### config.mk
export PLATFORM = sky130hd
export DESIGN_NAME = id_ex_stage_register_flat
export DESIGN_NICKNAME = d
export VERILOG_FILES = /design/src/rtl/id_ex_stage_register_pkg.sv /design/src/rtl/id_ex_stage_register_if.sv /design/src/rtl/id_ex_stage_register_operand_snoop_mux.sv /design/src/rtl/id_ex_stage_register.sv /design/src/flat_wrapper.sv
export SDC_FILE = /design/constraint.sdc
export NUM_CORES = 1
export LEC_CHECK = 0
export ABC_AREA = 1
export CAP_MARGIN = 20
export CORE_MARGIN = 4
export CORE_UTILIZATION = 35
export DETAILED_ROUTE_END_ITERATION = 7
export GPL_TIMING_DRIVEN = 0
export PLACE_DENSITY = 0.67
export SLEW_MARGIN = 20
export SYNTH_ARGS = -nofsm -noshare
export SYNTH_HDL_FRONTEND = slang
export SYNTH_SLANG_ARGS = --single-unit
### constraint.sdc
create_clock -name clk -period 7.6 [get_ports clk]
set_clock_uncertainty 0.15 [all_clocks]
set_input_delay 1.52 -clock clk [delete_from_list [all_inputs] [get_ports clk]]
set_output_delay 1.52 -clock clk [all_outputs]
set_load 0.01 [all_outputs]
### src/rtl/id_ex_stage_register_pkg.sv
// Shared decode/execute definitions: widths, control-bundle bit map, register r0 address,
// E-stage record and the write-back snoop match used by both operand paths.
package id_ex_stage_register_pkg;

  localparam int DATA_W = 32;
  localparam int REG_AW = 5;
  localparam int CTRL_W = 10;

  // Control bundle {RegWrite,MemtoReg,MemWrite,ALUCtl[3:0],ALUSrc,RegDst,Branch}
  localparam int CTRL_REGWRITE  = 9;
  localparam int CTRL_MEMTOREG  = 8;
  localparam int CTRL_MEMWRITE  = 7;
  localparam int CTRL_ALUCTL_HI = 6;
  localparam int CTRL_ALUCTL_LO = 3;
  localparam int CTRL_ALUSRC    = 2;
  localparam int CTRL_REGDST    = 1;
  localparam int CTRL_BRANCH    = 0;

  localparam logic [REG_AW-1:0] REG_ZERO = '0;

  typedef enum logic {
    EMPTY = 1'b0,
    FULL  = 1'b1
  } valid_state_e;

  typedef struct packed {
    logic [DATA_W-1:0] rd1;
    logic [DATA_W-1:0] rd2;
    logic [REG_AW-1:0] rs;
    logic [REG_AW-1:0] rt;
    logic [REG_AW-1:0] rd;
    logic [DATA_W-1:0] imm;
    logic [DATA_W-1:0] pc4;
    logic [CTRL_W-1:0] ctrl;
  } e_stage_t;

  // r0 is hard-wired zero, so a write-back to it must never refresh an operand.
  function automatic logic snoop_hit(input logic              we,
                                     input logic [REG_AW-1:0] a3,
                                     input logic [REG_AW-1:0] addr);
    return we && (a3 != REG_ZERO) && (a3 == addr);
  endfunction

endpackage

### src/rtl/id_ex_stage_register_if.sv
// Decode->execute bus: D-stage fields, write-back snoop port and registered E-stage outputs.
interface id_ex_stage_register_if
  import id_ex_stage_register_pkg::*;
#(
  parameter int CNT_W = 32
) ();

  logic              StallE;
  logic              FlushE;
  logic              ValidD;
  logic [DATA_W-1:0] RD1D;
  logic [DATA_W-1:0] RD2D;
  logic [REG_AW-1:0] RsD;
  logic [REG_AW-1:0] RtD;
  logic [REG_AW-1:0] RdD;
  logic [DATA_W-1:0] SignImmD;
  logic [DATA_W-1:0] PCPlus4D;
  logic [CTRL_W-1:0] CtrlD;
  logic              RegWriteW;
  logic [REG_AW-1:0] A3W;
  logic [DATA_W-1:0] WD3W;

  logic [DATA_W-1:0] RD1E;
  logic [DATA_W-1:0] RD2E;
  logic [REG_AW-1:0] RsE;
  logic [REG_AW-1:0] RtE;
  logic [REG_AW-1:0] RdE;
  logic [DATA_W-1:0] SignImmE;
  logic [DATA_W-1:0] PCPlus4E;
  logic [CTRL_W-1:0] CtrlE;
  logic              ValidE;
  logic [REG_AW-1:0] WriteRegE;
  logic [CNT_W-1:0]  BubbleCnt;

  modport master (
    output StallE, FlushE, ValidD, RD1D, RD2D, RsD, RtD, RdD, SignImmD, PCPlus4D, CtrlD,
           RegWriteW, A3W, WD3W,
    input  RD1E, RD2E, RsE, RtE, RdE, SignImmE, PCPlus4E, CtrlE, ValidE, WriteRegE, BubbleCnt
  );

  modport slave (
    input  StallE, FlushE, ValidD, RD1D, RD2D, RsD, RtD, RdD, SignImmD, PCPlus4D, CtrlD,
           RegWriteW, A3W, WD3W,
    output RD1E, RD2E, RsE, RtE, RdE, SignImmE, PCPlus4E, CtrlE, ValidE, WriteRegE, BubbleCnt
  );

endinterface

### src/rtl/id_ex_stage_register_operand_snoop_mux.sv
// One operand's next value: fresh D data on load, held E data on stall, or the write-back
// value when the register being captured/held is written this cycle.
module operand_snoop_mux
  import id_ex_stage_register_pkg::*;
(
  input  logic              load_i,
  input  logic [REG_AW-1:0] addr_d_i,
  input  logic [REG_AW-1:0] addr_e_i,
  input  logic              reg_write_w_i,
  input  logic [REG_AW-1:0] a3_w_i,
  input  logic [DATA_W-1:0] data_d_i,
  input  logic [DATA_W-1:0] data_e_i,
  input  logic [DATA_W-1:0] wd3_w_i,
  output logic [DATA_W-1:0] data_o
);

  logic [REG_AW-1:0] addr;

  assign addr = load_i ? addr_d_i : addr_e_i;

  always_comb begin
    if (snoop_hit(reg_write_w_i, a3_w_i, addr)) data_o = wd3_w_i;
    else if (load_i)                            data_o = data_d_i;
    else                                        data_o = data_e_i;
  end

endmodule

### src/rtl/id_ex_stage_register.sv
// ID/EX pipeline register: load, hold with write-back refresh, or bubble on flush,
// plus a saturating count of bubbles inserted since reset.
module id_ex_stage_register
  import id_ex_stage_register_pkg::*;
#(
  parameter int CNT_W = 32
) (
  input logic                   clk,
  input logic                   rst,
  id_ex_stage_register_if.slave bus
);

  e_stage_t          stage_d, stage_q;
  valid_state_e      state_d, state_q;
  logic [CNT_W-1:0]  cnt_d, cnt_q;
  logic [DATA_W-1:0] rd1_next, rd2_next;

  operand_snoop_mux u_snoop_rd1 (
    .load_i       (!bus.StallE),
    .addr_d_i     (bus.RsD),
    .addr_e_i     (stage_q.rs),
    .reg_write_w_i(bus.RegWriteW),
    .a3_w_i       (bus.A3W),
    .data_d_i     (bus.RD1D),
    .data_e_i     (stage_q.rd1),
    .wd3_w_i      (bus.WD3W),
    .data_o       (rd1_next)
  );

  operand_snoop_mux u_snoop_rd2 (
    .load_i       (!bus.StallE),
    .addr_d_i     (bus.RtD),
    .addr_e_i     (stage_q.rt),
    .reg_write_w_i(bus.RegWriteW),
    .a3_w_i       (bus.A3W),
    .data_d_i     (bus.RD2D),
    .data_e_i     (stage_q.rd2),
    .wd3_w_i      (bus.WD3W),
    .data_o       (rd2_next)
  );

  always_comb begin
    // NOTE: every signal gets a hold default first so no path through this block infers a latch.
    stage_d = stage_q;
    state_d = state_q;
    cnt_d   = cnt_q;
    if (bus.FlushE) begin
      stage_d = '0;
      state_d = EMPTY;
      if (!(&cnt_q)) cnt_d = cnt_q + CNT_W'(1);
    end else if (bus.StallE) begin
      stage_d.rd1 = rd1_next;
      stage_d.rd2 = rd2_next;
    end else begin
      stage_d = '{rd1: rd1_next, rd2: rd2_next, rs: bus.RsD, rt: bus.RtD, rd: bus.RdD,
                  imm: bus.SignImmD, pc4: bus.PCPlus4D, ctrl: bus.CtrlD};
      state_d = bus.ValidD ? FULL : EMPTY;
    end
  end

  always_ff @(posedge clk or posedge rst) begin
    // NOTE: non-blocking assignments so every register samples pre-edge values together.
    if (rst) begin
      stage_q <= '0;
      state_q <= EMPTY;
      cnt_q   <= '0;
    end else begin
      stage_q <= stage_d;
      state_q <= state_d;
      cnt_q   <= cnt_d;
    end
  end

  assign bus.RD1E      = stage_q.rd1;
  assign bus.RD2E      = stage_q.rd2;
  assign bus.RsE       = stage_q.rs;
  assign bus.RtE       = stage_q.rt;
  assign bus.RdE       = stage_q.rd;
  assign bus.SignImmE  = stage_q.imm;
  assign bus.PCPlus4E  = stage_q.pc4;
  assign bus.CtrlE     = stage_q.ctrl;
  assign bus.ValidE    = (state_q == FULL);
  assign bus.WriteRegE = stage_q.ctrl[CTRL_REGDST] ? stage_q.rd : stage_q.rt;
  assign bus.BubbleCnt = cnt_q;

endmodule

### src/flat_wrapper.sv
// flat-port wrapper written by rule: the top's interface ports become plain ports
module id_ex_stage_register_flat import id_ex_stage_register_pkg::*;
#(
  parameter int CNT_W = 32
)
  (clk, rst, bus_StallE, bus_FlushE, bus_ValidD, bus_RD1D, bus_RD2D, bus_RsD, bus_RtD, bus_RdD, bus_SignImmD, bus_PCPlus4D, bus_CtrlD, bus_RegWriteW, bus_A3W, bus_WD3W, bus_RD1E, bus_RD2E, bus_RsE, bus_RtE, bus_RdE, bus_SignImmE, bus_PCPlus4E, bus_CtrlE, bus_ValidE, bus_WriteRegE, bus_BubbleCnt);
  id_ex_stage_register_if #(.CNT_W(CNT_W)) bus_i ();
  input logic clk;
  input logic rst;
  input wire logic [$bits(bus_i.StallE)-1:0] bus_StallE;
  input wire logic [$bits(bus_i.FlushE)-1:0] bus_FlushE;
  input wire logic [$bits(bus_i.ValidD)-1:0] bus_ValidD;
  input wire logic [$bits(bus_i.RD1D)-1:0] bus_RD1D;
  input wire logic [$bits(bus_i.RD2D)-1:0] bus_RD2D;
  input wire logic [$bits(bus_i.RsD)-1:0] bus_RsD;
  input wire logic [$bits(bus_i.RtD)-1:0] bus_RtD;
  input wire logic [$bits(bus_i.RdD)-1:0] bus_RdD;
  input wire logic [$bits(bus_i.SignImmD)-1:0] bus_SignImmD;
  input wire logic [$bits(bus_i.PCPlus4D)-1:0] bus_PCPlus4D;
  input wire logic [$bits(bus_i.CtrlD)-1:0] bus_CtrlD;
  input wire logic [$bits(bus_i.RegWriteW)-1:0] bus_RegWriteW;
  input wire logic [$bits(bus_i.A3W)-1:0] bus_A3W;
  input wire logic [$bits(bus_i.WD3W)-1:0] bus_WD3W;
  output wire logic [$bits(bus_i.RD1E)-1:0] bus_RD1E;
  output wire logic [$bits(bus_i.RD2E)-1:0] bus_RD2E;
  output wire logic [$bits(bus_i.RsE)-1:0] bus_RsE;
  output wire logic [$bits(bus_i.RtE)-1:0] bus_RtE;
  output wire logic [$bits(bus_i.RdE)-1:0] bus_RdE;
  output wire logic [$bits(bus_i.SignImmE)-1:0] bus_SignImmE;
  output wire logic [$bits(bus_i.PCPlus4E)-1:0] bus_PCPlus4E;
  output wire logic [$bits(bus_i.CtrlE)-1:0] bus_CtrlE;
  output wire logic [$bits(bus_i.ValidE)-1:0] bus_ValidE;
  output wire logic [$bits(bus_i.WriteRegE)-1:0] bus_WriteRegE;
  output wire logic [$bits(bus_i.BubbleCnt)-1:0] bus_BubbleCnt;
  assign bus_i.StallE = bus_StallE;
  assign bus_i.FlushE = bus_FlushE;
  assign bus_i.ValidD = bus_ValidD;
  assign bus_i.RD1D = bus_RD1D;
  assign bus_i.RD2D = bus_RD2D;
  assign bus_i.RsD = bus_RsD;
  assign bus_i.RtD = bus_RtD;
  assign bus_i.RdD = bus_RdD;
  assign bus_i.SignImmD = bus_SignImmD;
  assign bus_i.PCPlus4D = bus_PCPlus4D;
  assign bus_i.CtrlD = bus_CtrlD;
  assign bus_i.RegWriteW = bus_RegWriteW;
  assign bus_i.A3W = bus_A3W;
  assign bus_i.WD3W = bus_WD3W;
  assign bus_RD1E = bus_i.RD1E;
  assign bus_RD2E = bus_i.RD2E;
  assign bus_RsE = bus_i.RsE;
  assign bus_RtE = bus_i.RtE;
  assign bus_RdE = bus_i.RdE;
  assign bus_SignImmE = bus_i.SignImmE;
  assign bus_PCPlus4E = bus_i.PCPlus4E;
  assign bus_CtrlE = bus_i.CtrlE;
  assign bus_ValidE = bus_i.ValidE;
  assign bus_WriteRegE = bus_i.WriteRegE;
  assign bus_BubbleCnt = bus_i.BubbleCnt;
  id_ex_stage_register #(.CNT_W(CNT_W)) u_core (.clk(clk), .rst(rst), .bus(bus_i));
endmodule
==> results of run 1 <==
-- metrics by stage --
stage	setup TNS [ns]	cell area, µm²	std cells
after floorplan	0	9320	1253
after global placement	-379.38	13600	1973
after detailed placement	0	13700	1975
after CTS	0	14300	2007
after global routing	0	14300	2007
final	0	14300	2007
-- logic make-up after synthesis --
logic type,count (synthesis)
fa+ha+maj,1
flops,186
buf+inv,115
xor+xnor,22
simple gates,896
compound gates,33
-- layer usage --
layer,track usage,vias to the layer above,part of all wire
met5,0,-,0.00097
met4,0.0513,6,0.017
met3,0.0687,37,0.085
met2,0.401,394,0.48
met1,0.292,4529,0.42
li1,-,4801,-
-- layout make-up --
type	count	area, µm²	area share
Tap cell	335	419	0.0294
Clock buffer	18	439	0.0308
Multi-Input combinational cell	952	4160	0.292
Sequential cell	186	4650	0.327
Buffer	73	349	0.0245
Inverter	42	165	0.0116
Clock inverter	14	156	0.0110
Timing Repair Buffer	387	3910	0.274
-- path summary, 6_finish.rpt --
path	startpoint	to	slack [ns]	cells past startpoint
hold / removal	u_core.bus.CtrlE[7]	u_core.bus.CtrlE[7]	0.32	2
min in group asynchronous	rst	u_core.bus.RD1E[7]	1.27	2
hold reg to reg	u_core.bus.CtrlE[7]	u_core.bus.CtrlE[7]	0.32	2
max in group asynchronous	rst	u_core.bus.CtrlE[6]	4.96	4
setup / recovery	bus_StallE	u_core.bus.RD1E[7]	3.67	9
setup reg to reg	u_core.bus.BubbleCnt[1]	u_core.bus.BubbleCnt[5]	5.08	12
-- cell usage after synthesis, drive strengths merged --
cell    count
a21boi      1
xnor2       6
nor2       45
nand3     104
xor2       16
a21oi      11
nand4      68
o21ai      21
dfrtp     186
nand2     660
nand3b      5
buf        38
inv        42
clkbuf     35
nor3       14
ha          1
-- worst min-delay path: stages (launching register included) --
cell and delay, ns:
dfrtp_1 0.35, nand2_1 0.05, nand2_1 0.05
-- registers in the layout, indices dropped and copies added (netlist names) --
register              count
u_core.bus.BubbleCnt     32
u_core.bus.CtrlE         10
u_core.bus.PCPlus4E      32
u_core.bus.RD1E          32
u_core.bus.RD2E          32
u_core.bus.RdE            5
u_core.bus.RsE            5
u_core.bus.RtE            5
u_core.bus.SignImmE      32
u_core.bus.ValidE         1
-- power by group through the flow --
stage                     Sequential [µW]  Clock (µW)  Combinational [µW]
after floorplan                      1160           0                 208
after global placement               1140           0                 571
after detailed placement             1140           0                 578
after CTS                            1120         940                 582
after global routing                 1130         979                 628
final                                1120         914                 576
==> flow_summary.yaml, run 1 <==
cts:
  postCtsHoldBufs: 0
  clock_latency_ns: 0.43
  cts_resized: 0
  clock_path_buffers: 2
  clkTransAtPathRegs_ns: 0.08
  cts_tree: "built"
  cts_sinks: 186
  cts-root-buf: "clkbuf_16"
  htree_num_levels: 4
  cts_buffers: 17
  cts_setup_buffers: 0
setup_path:
  worst-setup-path-type: "in -> reg"
  crit_path_end_kind: "flip-flop"
  cp_common_cell: "nand2_1"
  critPathSlowestCell: "nor2_1"
  path_delay_family: "buffers and inverters"
  cp.arrival_ns: 4.15
  cp_cell_sequence: "clkdlybuf4s50_1 -> inv_2 -> buf_2 -> nor2_1 -> nand2_1 -> inv_2 -> clkbuf_1 -> nand2_1 -> nand2_1"
  max_stage_delay_ns: 0.82
  cp-start-kind: "input pin"
  critPathBufInv: 5
  crit_required_ns: 7.82
  worst-path-max-fanout: 10
floorplan:
  die_area_mm2: 0.0293
  rows: 59
  core_mm2: 0.0261
  initial_core_util: 0.357
  fp.dieW_um: 171
  design.portCount: 387
  die_h_um: 171
synth:
  postSynthCellCount: 1253
  synth_top_area_cell: "dfrtp_1"
  syn_area_mm2: 0.00932
  synthAdderAreaFrac: 0.00134
  avgSynthCellArea_um2: 7.44
  synth_compound_area_frac: 0.0204
  synth_seq_cells: 186
  ys_seq_area_frac: 0.499
  netlist.area_leader.share: 0.499
  synth_cell_type_count: 25
  synthesis.nets: 1450
  synth-simple-area-share: 0.404
  synth_xor_area_frac: 0.0207
  synth_top_family_by_area: "simple AND/OR/NAND/NOR gates"
  synthMuxAreaShare: 0
  synth.area.top_cells: "dfrtp_1, nand2_1, nand3_1, nand4_1, inv_1"
  yosys_warnings: 0
place:
  pre_cts_slack_ns: 3.19
  portBuffers: 385
  hpwl_mm: 26.8
  gp_congestion: 0.922
min_path:
  hp-class: "reg -> reg"
power_and_ir_drop:
  irDropWorstVdd_mv: 0.109
  clkPwrFrac: 0.350
  swShare: 0.311
  p_int_uw: 1800
  power.total_uw: 2610
  power_leakage_uw: 0.00696
  seqPwrFrac: 0.429
  switchingPower_uw: 811
  pwr-share-comb: 0.221
  p_per_area_mw_per_mm2: 183
sta:
  worst_pin_slew_ns: 1.05
  drv_slew: 0
  relSlewSlack: 0.299
  final_hold_viol_count: 0
  whs_ns: 0.322
  fmax_mhz: 254
  period_share: 0.517
  setup_violations: 0
  setup_ws_ns: 3.67
  layout_min_cycle_time_ns: 3.93
  rsz0062_at_grt: "false"
outcome:
  status: "finished clean"
grt:
  antenna_found_initial: 2
  grt_start_max_net_pins: 97
  grt_pass1_vias: 9610
  grt_usage: 0.233
  grt_first_pass_wirelength_mm: 53.7
  gr-total-overflow: 0
layout:
  drive_gt1_frac: 0.0502
  n_fill_cell: 2521
  finalCoreUtilization: 0.545
  area_growth_pct: 52.9
  final_cell_mix: "nand2_1, clkdlybuf4s50_1, dfrtp_1"
  final_common_cell: "nand2_1"
  finalNetCount: 1856
  diodes: 0
detailed_routing:
  first_pass_iters: 5
  final_antenna_net_count: 0
  drc: 0
  drt-vias-per-instance: 4.87
  wire_per_inst_um: 17.6
  drtIter0Drc: 680
  vias: 9767
  wl_mm: 35.2
run:
  max_cap_violations: 0
No activity file was read; power rests on OpenSTA's default activity.
==> inputs of run 2 (changes only) <==
Settings changed: PLACE_DENSITY 0.67 to 0.69.
Clock period 7.6 ns to 3.6 ns, I/O delays scaled along.
==> run 2 against run 1 <==
Against the previous run: wire length is 2.9% lower; combinational power up 110%; critical path depth is 4 higher; cell count rose by 0.35%; critical path type unchanged; die area is the same; sequential cell count stayed put; clock power increased by 120%; via count is essentially flat; sequential power rose by 110%; non-clock buffer count rose by 6; sequential share of layout area down 0.32 points; clock-buffer cell count down 1.
==> flow_summary.yaml, run 2 (same netlist as run 1, synthesis figures left out) <==
grt:
  grt_start_max_net_pins: 33
  antenna_found_initial: 1
  gr-total-overflow: 0
  grt_usage: 0.227
  grt_pass1_vias: 9558
  grt_first_pass_wirelength_mm: 52.4
cts:
  cts_sinks: 186
  postCtsHoldBufs: 0
  cts_buffers: 17
  cts_resized: 0
  clock_latency_ns: 0.43
  clock_path_buffers: 2
  cts_tree: "built"
  htree_num_levels: 4
  cts-root-buf: "clkbuf_16"
  cts_setup_buffers: 0
  clkTransAtPathRegs_ns: 0.09
place:
  gp_congestion: 0.889
  dpl_cell_area_mm2: 0.0138
  hpwl_mm: 26.7
  portBuffers: 385
  pre_cts_slack_ns: 0.211
sta:
  drv_slew: 0
  setup_violations: 0
  relSlewSlack: 0.605
  worst_pin_slew_ns: 0.593
  final_hold_viol_count: 0
  whs_ns: 0.325
  rsz0062_at_grt: "false"
  setup_ws_ns: 0.608
  period_share: 0.831
  layout_min_cycle_time_ns: 2.99
  fmax_mhz: 334
setup_path:
  cp_common_cell: "nand2_1"
  cp.arrival_ns: 3.16
  crit_required_ns: 3.76
  cp-start-kind: "input pin"
  r2r-start: "u_core.bus.BubbleCnt[1]"
  cp_cell_sequence: "clkdlybuf4s50_1 -> inv_2 -> buf_2 -> nand2_1 -> nand3_1 -> nand2_1 -> nor2_2 -> nand3_4 -> clkbuf_1 -> nand2_1 -> nand2_1 -> nand2_1 -> nand2_1"
  critPathSlowestCell: "clkdlybuf4s50_1"
  worst-path-max-fanout: 10
  crit_path_start: "bus_StallE"
  crit_path_end_kind: "flip-flop"
  worst-setup-path-type: "in -> reg"
  max_stage_delay_ns: 0.55
power_and_ir_drop:
  p_per_area_mw_per_mm2: 389
  irDropWorstVdd_mv: 0.225
  power_leakage_uw: 0.00702
  power.total_uw: 5590
detailed_routing:
  drc: 0
  m1WireLength_mm: 14.1
  wire_per_inst_um: 17.0
  wl_mm: 34.2
  first_pass_iters: 6
  drt-vias-per-instance: 4.85
  dr.max_layer_used: "met5"
  final_antenna_net_count: 0
  vias: 9766
  route.met2.wl_mm: 16.1
  drtIter0Drc: 687
  met3WireLength_mm: 2.92
layout:
  drive_gt1_frac: 0.0536
  final_cell_mix: "nand2_1, clkdlybuf4s50_1, dfrtp_1"
  multi_input_comb_area_mm2: 0.00416
  final_area_mm2: 0.0144
  area_growth_pct: 54.4
  final_common_cell: "nand2_1"
  ff_latch_area_mm2: 0.00465
  finalNetCount: 1862
  finalCoreUtilization: 0.551
  n_fill_cell: 2441
outcome:
  status: "finished clean"
floorplan:
  die_area_mm2: 0.0293
  initial_core_util: 0.357
  core_mm2: 0.0261
  rows: 59
  fp.dieW_um: 171
  design.portCount: 387
  die_h_um: 171
run:
  max_cap_violations: 0
min_path:
  hp-class: "reg -> reg"
  holdCritStartpoint: "u_core.bus.SignImmE[14]"
-- run 2: metrics by stage --
stage,TNS (ns),instances
finish,0,2014
global route,0,2013
CTS,0,2013
detailed placement,0,1981
global placement,-250.31,1973
floorplan,0,1253
-- run 2: power by group --
group	switching (µW)	total [µW]	internal (µW)
Clock	991	2000	1010
Sequential	129	2360	2240
Combinational	606	1230	621
Total	1730	5590	3870
-- run 2: final cells by class --
cell class | count | share of cell area
Clock buffer | 17 | 0.0296
Timing Repair Buffer | 393 | 0.280
Buffer | 73 | 0.0243
Clock inverter | 15 | 0.0136
Multi-Input combinational cell | 952 | 0.289
Tap cell | 335 | 0.0291
Sequential cell | 186 | 0.323
Inverter | 42 | 0.0112
Antenna cell | 1 | 0.000174
-- run 2: worst max-delay path, delay by kind of cell --
family / cells / cell delay [ns]
buffers and inverters: 4 / 1.18
AND/OR/NAND/NOR: 9 / 1.23
-- run 2: path summary, 6_finish.rpt --
path                       slack [ns]                       end  depth (start not counted)
min in group asynchronous        0.48   u_core.bus.PCPlus4E[20]                          2
min reg2reg                      0.32   u_core.bus.SignImmE[14]                          2
max                              0.61        u_core.bus.RD2E[6]                         13
max reg2reg                      1.00  u_core.bus.BubbleCnt[26]                         12
min                              0.32   u_core.bus.SignImmE[14]                          2
max in group asynchronous        1.96        u_core.bus.RD2E[3]                          5
-- run 2: per-layer routing --
metal,GRT usage,vias to the layer above
li1,-,4814
met1,0.284,4483
met2,0.382,410
met3,0.0621,55
met4,0.0792,4
met5,0,-
